<file path="src/rtl/apb_accum_pkg.sv">
`default_nettype none
// apb_accum_pkg -- register map, FSM state and step encodings shared by the scheduler.
// Rev 1.0
package apb_accum_pkg;

  localparam logic [7:0]  ADDR_DATA   = 8'h00;
  localparam logic [7:0]  ADDR_CTRL   = 8'h04;
  localparam logic [7:0]  ADDR_RESULT = 8'h08;
  localparam logic [31:0] CTRL_START  = 32'h1;

  typedef enum logic [1:0] {
    IDLE   = 2'd0,
    SETUP  = 2'd1,
    ACCESS = 2'd2,
    RESP   = 2'd3
  } state_t;

  typedef enum logic [1:0] {
    STEP_DATA = 2'd0,
    STEP_CTRL = 2'd1,
    STEP_RES  = 2'd2
  } step_t;

  function automatic step_t step_next(input step_t s);
    case (s)
      STEP_DATA: return STEP_CTRL;
      default:   return STEP_RES;
    endcase
  endfunction

endpackage
`default_nettype wire

</file>
<file path="src/rtl/apb_accum_sched_if.sv">
`default_nettype none
// apb_accum_sched_if -- APB bundle between the scheduler (master) and the accumulator slave.
// Rev 1.0
interface apb_accum_sched_if #(
  parameter int ADDR_W = 8,
  parameter int DATA_W = 32
);

  logic [ADDR_W-1:0] PADDR;
  logic              PSEL;
  logic              PENABLE;
  logic              PWRITE;
  logic [DATA_W-1:0] PWDATA;
  logic [DATA_W-1:0] PRDATA;
  logic              PREADY;
  logic              PSLVERR;

  modport master (
    output PADDR, PSEL, PENABLE, PWRITE, PWDATA,
    input  PRDATA, PREADY, PSLVERR
  );

  modport slave (
    input  PADDR, PSEL, PENABLE, PWRITE, PWDATA,
    output PRDATA, PREADY, PSLVERR
  );

endinterface
`default_nettype wire

</file>
<file path="src/rtl/apb_accum_sched_rr_arbiter.sv">
`default_nettype none
// rr_arbiter -- combinational round-robin pick: first set request at or after the pointer.
// Rev 1.0
module rr_arbiter #(
  parameter  int N_REQ = 4,
  localparam int ID_W  = $clog2(N_REQ)
) (
  input  wire [N_REQ-1:0] i_req,
  input  wire [ID_W-1:0]  i_ptr,
  output logic            o_valid,
  output logic [ID_W-1:0] o_id
);

  logic [ID_W:0]   w_sum;
  logic [ID_W-1:0] w_idx;

  // Scan from the farthest offset down so the nearest hit to the pointer wins.
  always_comb begin
    o_valid = 1'b0;
    o_id    = '0;
    w_sum   = '0;
    w_idx   = '0;
    for (int k = N_REQ - 1; k >= 0; k--) begin
      w_sum = {1'b0, i_ptr} + (ID_W+1)'(k);
      if (w_sum >= (ID_W+1)'(N_REQ)) begin
        w_sum = w_sum - (ID_W+1)'(N_REQ);
      end
      w_idx = w_sum[ID_W-1:0];
      if (i_req[w_idx]) begin
        o_valid = 1'b1;
        o_id    = w_idx;
      end
    end
  end

endmodule
`default_nettype wire

</file>
<file path="src/rtl/apb_accum_sched.sv">
`default_nettype none
// apb_accum_sched -- shares the APB OR-accumulator among N_REQ requesters (W DATA, W CTRL, R RESULT).
// Rev 1.0
module apb_accum_sched
  import apb_accum_pkg::*;
#(
  parameter  int N_REQ   = 4,
  parameter  int TIMEOUT = 16,
  parameter  int ADDR_W  = 8,
  parameter  int DATA_W  = 32,
  localparam int ID_W    = $clog2(N_REQ)
) (
  input  wire                      PCLK,
  input  wire                      PRESETn,
  input  wire [N_REQ-1:0]          req,
  input  wire [N_REQ*DATA_W-1:0]   req_data,
  output logic [N_REQ-1:0]         done,
  output logic [DATA_W-1:0]        rsp_result,
  output logic                     rsp_err,
  output logic                     busy,
  output logic [ID_W-1:0]          gnt_id,
  apb_accum_sched_if.master        apb
);

  localparam int TMO_W = $clog2(TIMEOUT);

  state_t              r_state;
  state_t              w_state_nxt;
  step_t               r_step;
  logic [DATA_W-1:0]   r_opnd;
  logic [DATA_W-1:0]   r_result;
  logic [DATA_W-1:0]   w_opnd;
  logic [TMO_W-1:0]    r_tmo;
  logic [ID_W-1:0]     r_ptr;
  logic [ID_W-1:0]     r_gnt;
  logic [ID_W-1:0]     w_arb_id;
  logic [N_REQ-1:0]    r_done;
  logic                r_busy;
  logic                r_err;
  logic                w_arb_valid;
  logic                w_finish;
  logic                w_fail;
  logic                w_step_adv;

  rr_arbiter #(
    .N_REQ (N_REQ)
  ) u_arb (
    .i_req   (req),
    .i_ptr   (r_ptr),
    .o_valid (w_arb_valid),
    .o_id    (w_arb_id)
  );

  always_comb begin
    w_opnd = '0;
    for (int i = 0; i < N_REQ; i++) begin
      if (w_arb_id == ID_W'(i)) begin
        w_opnd = req_data[i*DATA_W +: DATA_W];
      end
    end
  end

  always_ff @(posedge PCLK or negedge PRESETn) begin
    if (!PRESETn) begin
      r_state <= IDLE;
    end else begin
      r_state <= w_state_nxt;
    end
  end

  always_comb begin
    w_state_nxt = r_state;
    w_finish    = 1'b0;
    w_fail      = 1'b0;
    w_step_adv  = 1'b0;
    apb.PSEL    = 1'b0;
    apb.PENABLE = 1'b0;
    apb.PWRITE  = 1'b0;
    apb.PADDR   = '0;
    apb.PWDATA  = '0;

    if (r_state == SETUP || r_state == ACCESS) begin
      apb.PSEL = 1'b1;
      case (r_step)
        STEP_DATA: begin
          apb.PADDR  = ADDR_W'(ADDR_DATA);
          apb.PWRITE = 1'b1;
          apb.PWDATA = r_opnd;
        end
        STEP_CTRL: begin
          apb.PADDR  = ADDR_W'(ADDR_CTRL);
          apb.PWRITE = 1'b1;
          apb.PWDATA = DATA_W'(CTRL_START);
        end
        default: begin
          apb.PADDR  = ADDR_W'(ADDR_RESULT);
        end
      endcase
    end

    case (r_state)
      IDLE: begin
        if (w_arb_valid) begin
          w_state_nxt = SETUP;
        end
      end
      SETUP: begin
        w_state_nxt = ACCESS;
      end
      ACCESS: begin
        apb.PENABLE = 1'b1;
        if (apb.PREADY) begin
          if (apb.PSLVERR) begin
            w_finish    = 1'b1;
            w_fail      = 1'b1;
            w_state_nxt = RESP;
          end else if (r_step == STEP_RES) begin
            w_finish    = 1'b1;
            w_state_nxt = RESP;
          end else begin
            w_step_adv  = 1'b1;
            w_state_nxt = SETUP;
          end
        end else if (r_tmo == TMO_W'(TIMEOUT - 1)) begin
          // This stalled cycle is the TIMEOUT-th one; give up on the transfer.
          w_finish    = 1'b1;
          w_fail      = 1'b1;
          w_state_nxt = RESP;
        end
      end
      RESP: begin
        w_state_nxt = IDLE;
      end
      default: begin
        w_state_nxt = IDLE;
      end
    endcase
  end

  always_ff @(posedge PCLK or negedge PRESETn) begin
    if (!PRESETn) begin
      r_step   <= STEP_DATA;
      r_opnd   <= '0;
      r_tmo    <= '0;
      r_ptr    <= '0;
      r_gnt    <= '0;
      r_busy   <= 1'b0;
      r_done   <= '0;
      r_result <= '0;
      r_err    <= 1'b0;
    end else begin
      r_done <= '0;
      case (r_state)
        IDLE: begin
          if (w_arb_valid) begin
            r_opnd <= w_opnd;
            r_gnt  <= w_arb_id;
            r_step <= STEP_DATA;
            r_busy <= 1'b1;
          end
        end
        SETUP: begin
          r_tmo <= '0;
        end
        ACCESS: begin
          if (w_step_adv) begin
            r_step <= step_next(r_step);
          end
          if (!apb.PREADY && !w_finish) begin
            r_tmo <= r_tmo + 1'b1;
          end
          if (w_finish) begin
            r_done[r_gnt] <= 1'b1;
            r_err         <= w_fail;
            r_result      <= w_fail ? '0 : apb.PRDATA;
          end
        end
        RESP: begin
          r_busy <= 1'b0;
          r_ptr  <= (r_gnt == ID_W'(N_REQ - 1)) ? '0 : r_gnt + 1'b1;
        end
        default: begin
          r_busy <= 1'b0;
        end
      endcase
    end
  end

  assign done       = r_done;
  assign rsp_result = r_result;
  assign rsp_err    = r_err;
  assign busy       = r_busy;
  assign gnt_id     = r_gnt;

endmodule
`default_nettype wire

</file>
<file path="src/flat_wrapper.sv">
// flat-port wrapper written by rule: the top's interface ports become plain ports
module apb_accum_sched_flat import apb_accum_pkg::*;
#(
  parameter  int N_REQ   = 4,
  parameter  int TIMEOUT = 16,
  parameter  int ADDR_W  = 8,
  parameter  int DATA_W  = 32,
  localparam int ID_W    = $clog2(N_REQ)
)
  (PCLK, PRESETn, req, req_data, done, rsp_result, rsp_err, busy, gnt_id, apb_PADDR, apb_PSEL, apb_PENABLE, apb_PWRITE, apb_PWDATA, apb_PRDATA, apb_PREADY, apb_PSLVERR);
  apb_accum_sched_if #(.ADDR_W(ADDR_W), .DATA_W(DATA_W)) apb_i ();
  input  wire PCLK;
  input  wire PRESETn;
  input  wire [N_REQ-1:0] req;
  input  wire [N_REQ*DATA_W-1:0] req_data;
  output logic [N_REQ-1:0] done;
  output logic [DATA_W-1:0] rsp_result;
  output logic rsp_err;
  output logic busy;
  output logic [ID_W-1:0] gnt_id;
  output wire logic [$bits(apb_i.PADDR)-1:0] apb_PADDR;
  output wire logic [$bits(apb_i.PSEL)-1:0] apb_PSEL;
  output wire logic [$bits(apb_i.PENABLE)-1:0] apb_PENABLE;
  output wire logic [$bits(apb_i.PWRITE)-1:0] apb_PWRITE;
  output wire logic [$bits(apb_i.PWDATA)-1:0] apb_PWDATA;
  input wire logic [$bits(apb_i.PRDATA)-1:0] apb_PRDATA;
  input wire logic [$bits(apb_i.PREADY)-1:0] apb_PREADY;
  input wire logic [$bits(apb_i.PSLVERR)-1:0] apb_PSLVERR;
  assign apb_PADDR = apb_i.PADDR;
  assign apb_PSEL = apb_i.PSEL;
  assign apb_PENABLE = apb_i.PENABLE;
  assign apb_PWRITE = apb_i.PWRITE;
  assign apb_PWDATA = apb_i.PWDATA;
  assign apb_i.PRDATA = apb_PRDATA;
  assign apb_i.PREADY = apb_PREADY;
  assign apb_i.PSLVERR = apb_PSLVERR;
  apb_accum_sched #(.N_REQ(N_REQ), .TIMEOUT(TIMEOUT), .ADDR_W(ADDR_W), .DATA_W(DATA_W)) u_core (.PCLK(PCLK), .PRESETn(PRESETn), .req(req), .req_data(req_data), .done(done), .rsp_result(rsp_result), .rsp_err(rsp_err), .busy(busy), .gnt_id(gnt_id), .apb(apb_i));
endmodule
</file>
<file path="config.mk">
export PLATFORM = sky130hd
export DESIGN_NAME = apb_accum_sched_flat
export DESIGN_NICKNAME = d
export VERILOG_FILES = /design/src/rtl/apb_accum_pkg.sv /design/src/rtl/apb_accum_sched_if.sv /design/src/rtl/apb_accum_sched_rr_arbiter.sv /design/src/rtl/apb_accum_sched.sv /design/src/flat_wrapper.sv
export SDC_FILE = /design/constraint.sdc
export NUM_CORES = 1
export LEC_CHECK = 0
export ABC_AREA = 1
export ABC_CLOCK_PERIOD_IN_PS = 1900
export CORE_ASPECT_RATIO = 0.7
export CORE_MARGIN = 3
export CORE_UTILIZATION = 37
export DETAILED_ROUTE_END_ITERATION = 16
export PLACE_DENSITY_LB_ADDON = 0.3
export SYNTH_ARGS = -nofsm -noshare
export SYNTH_HDL_FRONTEND = slang
export SYNTH_SLANG_ARGS = --single-unit
export TNS_END_PERCENT = 5
</file>
<file path="constraint.sdc">
create_clock -name PCLK -period 1.9 [get_ports PCLK]
set_clock_uncertainty 0.05 [all_clocks]
set_input_delay 0.38 -clock PCLK [delete_from_list [all_inputs] [get_ports PCLK]]
set_output_delay 0.38 -clock PCLK [all_outputs]
set_load 0.05 [all_outputs]
</file>
==> results.toml <==
[clock_network]
cts_buffers = 9
path_clk_slew_ns = 0.06
clock_latency_ns = 0.33
cts_tree = "yes"
clockBufferDepth = 2
htree_levels = 3
cts_root_buffer = "clkbuf_16"
clock-sinks = 82

[logic_synthesis]
ys_types = 29
synth_edf_count = 0
ys_warn_count = 0
synth_largest_area_cell = "dfrtp_1"
syn_avg_cell_area_um2 = 6.78
synth_seq_area_share_pct = 40.6
synth_top_area_share_pct = 40.6
synth.area.top_cells = "dfrtp_1, nand2_1, o21ai_0"
synthCells = 746
syn_area_um2 = 5060
synth_seq_cells = 82
synth-async-reset-ratio_pct = 100
ys.flop_type = "dfrtp_1"

[run]
maxCapViolCount = 0

[drt]
drt-wirelength-per-cell_um = 15.3
drc = 0
wl_mm = 18.2
ant_nets = 0
first_iter_violations = 312
vias = 5750
via_per_inst = 4.82
first_pass_iters = 5

[critical_path]
cp.buffers_inverters = 3
crit_path_start_kind = "register"
critPathTopFamily = "buffers and inverters"
crit_chain = "inv_2, ha_4, nand2_8, buf_12, nor2_4, buf_12"
path_depth = 6
critPathArrivalTime_ns = 1.68
r2r_slack_ns = -0.10
critPathLaunch = "u_core.r_state[1]$_DFFE_PN0P_"
cp_slowest_cell = "dfrtp_1"
cp_max_fo = 6
path_class = "reg -> out"
reg2reg_from = "u_core.r_ptr[0]$_DFFE_PN0P_"
r2r_end = "u_core.r_opnd[12]$_DFFE_PN0P_"
end_kind = "primary output"
critPathCapture = "apb_PWDATA[22]"
required_ns = 1.47
crit_path_max_incr_delay_ns = 0.37
crit_top_cell = "buf_12"
rr_worst_depth = 13

[sta]
finalSetupViolCount = 98
timing.final.crit_share_pct = 111
slew_headroom_pct = 64.3
finalHoldViolCount = 0
whs_ns = 0.429
rsz0062_at_grt = "yes"
worstMarginPinSlew_ns = 0.536
fin_ws_ns = -0.208
maxSlewViolCount = 0
fin_crit_ns = 2.11
max_freq_mhz = 474

[global_routing]
grt_antenna_before_repair = 1
overflow = 0
grtUsageTotal_pct = 23.7
grt_max_degree = 56
grt_pass1_wl_mm = 29.1
grt_pass1_vias = 5547

[place]
dp_slack_ns = -0.429
gp_congestion = 0.936
io_buffers = 244
dp_hpwl_mm = 13.5

[finish]
drive_gt1_share_pct = 21.6
layout.nets = 1180
fillers = 1111
syn_to_final_growth_pct = 78.2

[die]
core_area_um2 = 13300
initial_core_util_pct = 38.1
rows = 35
chipHeight_um = 104
die_w_um = 146
ioPinCount = 251
dieArea_um2 = 15100

[run_status]
status = "finished, violations left"
violations = "setup timing"

[pwr]
peakVddDrop_v = 0.00103
power_density_nw_per_um2 = 2150
leakage_nw = 4.42

[min_path]
hold_path_class = "reg -> reg"
==> Yosys cell counts, types with 2 or more instances <==
cell and n:
buf_2 11, buf_6 5, o21ai_0 75, clkbuf_1 20
inv_1 77, nor2_1 40, buf_4 10, nor2_2 2
buf_1 3, ha_1 10, dfrtp_1 82, nand2_2 3
o31ai_1 2, nand2_4 3, nand3_1 69, nand4_1 14
nand2_1 281, or2_2 2, o21ai_1 25, inv_2 3
==> worst min-delay path, delay by kind of cell (launching register included) <==
family / cells / cell delay (ns)
AND/OR/NAND/NOR: 2 / 0.10
flip-flops: 1 / 0.34
==> metrics by stage <==
step	total power (W)	util, %	std cells	cell area (µm²)	setup TNS, ns
floorplan	0.0118	-	751	5380	-0.185
global placement	0.0166	63.9	1168	8480	-11.40
detailed placement	0.0168	63.9	1168	8480	-18.89
CTS	0.0191	67.2	1189	8920	-8.01
global route	0.0207	67.9	1193	9010	-19.29
finish	0.0194	67.9	1193	9010	-8.13
==> area by class of cell <==
class	instances	area, µm²	share of cell area [%]
multi-input combinational	539	2850	31.6
sequential	82	2050	22.8
timing repair buffer	289	3290	36.5
antenna	1	2.50	0.0278
inverter	81	310	3.44
clock inverter	6	48.8	0.542
tap	185	231	2.57
clock buffer	10	229	2.54
==> report_power, final <==
group	switching, W	total [W]	internal (W)
Combinational	0.00884	0.0147	0.00581
Clock	0.000764	0.00166	0.000901
Sequential	0.000482	0.00304	0.00256
Total	0.0101	0.0194	0.00927
==> worst min path at each step <==
stage | slack, ns | to | cells past startpoint | startpoint
final | 0.43 | u_core.r_opnd[13]$_DFFE_PN0P_ | 2 | u_core.r_opnd[13]$_DFFE_PN0P_
after global routing | 0.45 | u_core.r_opnd[2]$_DFFE_PN0P_ | 2 | u_core.r_opnd[2]$_DFFE_PN0P_
after CTS | 0.43 | u_core.r_opnd[10]$_DFFE_PN0P_ | 2 | u_core.r_opnd[10]$_DFFE_PN0P_
after detailed placement | 0.34 | u_core.rsp_result[5]$_DFFE_PN0P_ | 1 | PRESETn
after global placement | 0.34 | u_core.rsp_result[5]$_DFFE_PN0P_ | 1 | PRESETn
after floorplan | 0.03 | u_core.busy$_DFFE_PN0P_ | 0 | PRESETn
==> per-layer routing <==
layer	track usage, %	wire (µm)	vias up
met4	5.42	229	0
li1	-	-	2846
met5	0	0	-
met3	7.83	1640	19
met2	37.9	8600	244
met1	31.4	7780	2641
==> state kept, by name, indices dropped and copies added, names as in the netlist <==
| name | cells |
|---|---|
| u_core.r_opnd | 32 |
| u_core.r_state | 2 |
| u_core.r_step | 2 |
| u_core.rsp_err | 1 |
| u_core.gnt_id | 2 |
| u_core.r_ptr | 2 |
| u_core.done | 4 |
| u_core.busy | 1 |
| u_core.rsp_result | 32 |
| u_core.r_tmo | 4 |
==> kinds of logic after synthesis <==
logic type,share of synthesized area [%]
and+or+nand+nor,34.3
buffers and inverters,11.5
AOI/OAI and AO/OA,10.8
DFF,40.6
adders and majority gates,2.47
other,0.0742
xor gates and xnor gates,0.173
muxes,0.198
==> cells in the final DEF, fill, tap and decap left out, types with 2 or more instances in the layout <==
cell / count
buf_12: 48
buf_16: 3
buf_4: 58
buf_6: 4
clkbuf_16: 10
clkdlybuf4s50_1: 166
clkinvlp_4: 4
conb_1: 6
dfrtp_1: 81
dlygate4sd2_1: 8
ha_1: 8
ha_4: 2
inv_1: 72
inv_2: 7
inv_6: 3
nand2_1: 264
nand2_2: 19
nand2_4: 2
nand2_8: 2
nand3_1: 67
nand3_2: 2
nand4_1: 14
nor2_1: 7
nor2_2: 2
nor2_4: 34
o21ai_0: 62
o21ai_1: 27
o21ai_2: 11
or2_2: 2
==> repair_timing <==
| action | 4_1_cts | 5_1_grt |
|---|---|---|
| setup endpoints to repair | 76 | 109 |
| buffers inserted | 2 | 2 |
| pin swaps | 6 | 3 |
| resized for setup | 42 | 22 |
| hold buffers | 1 | 0 |
| hold endpoints to repair | 13 | 0 |
| gates cloned | 2 | 1 |
(Power assumes the default switching activity.)
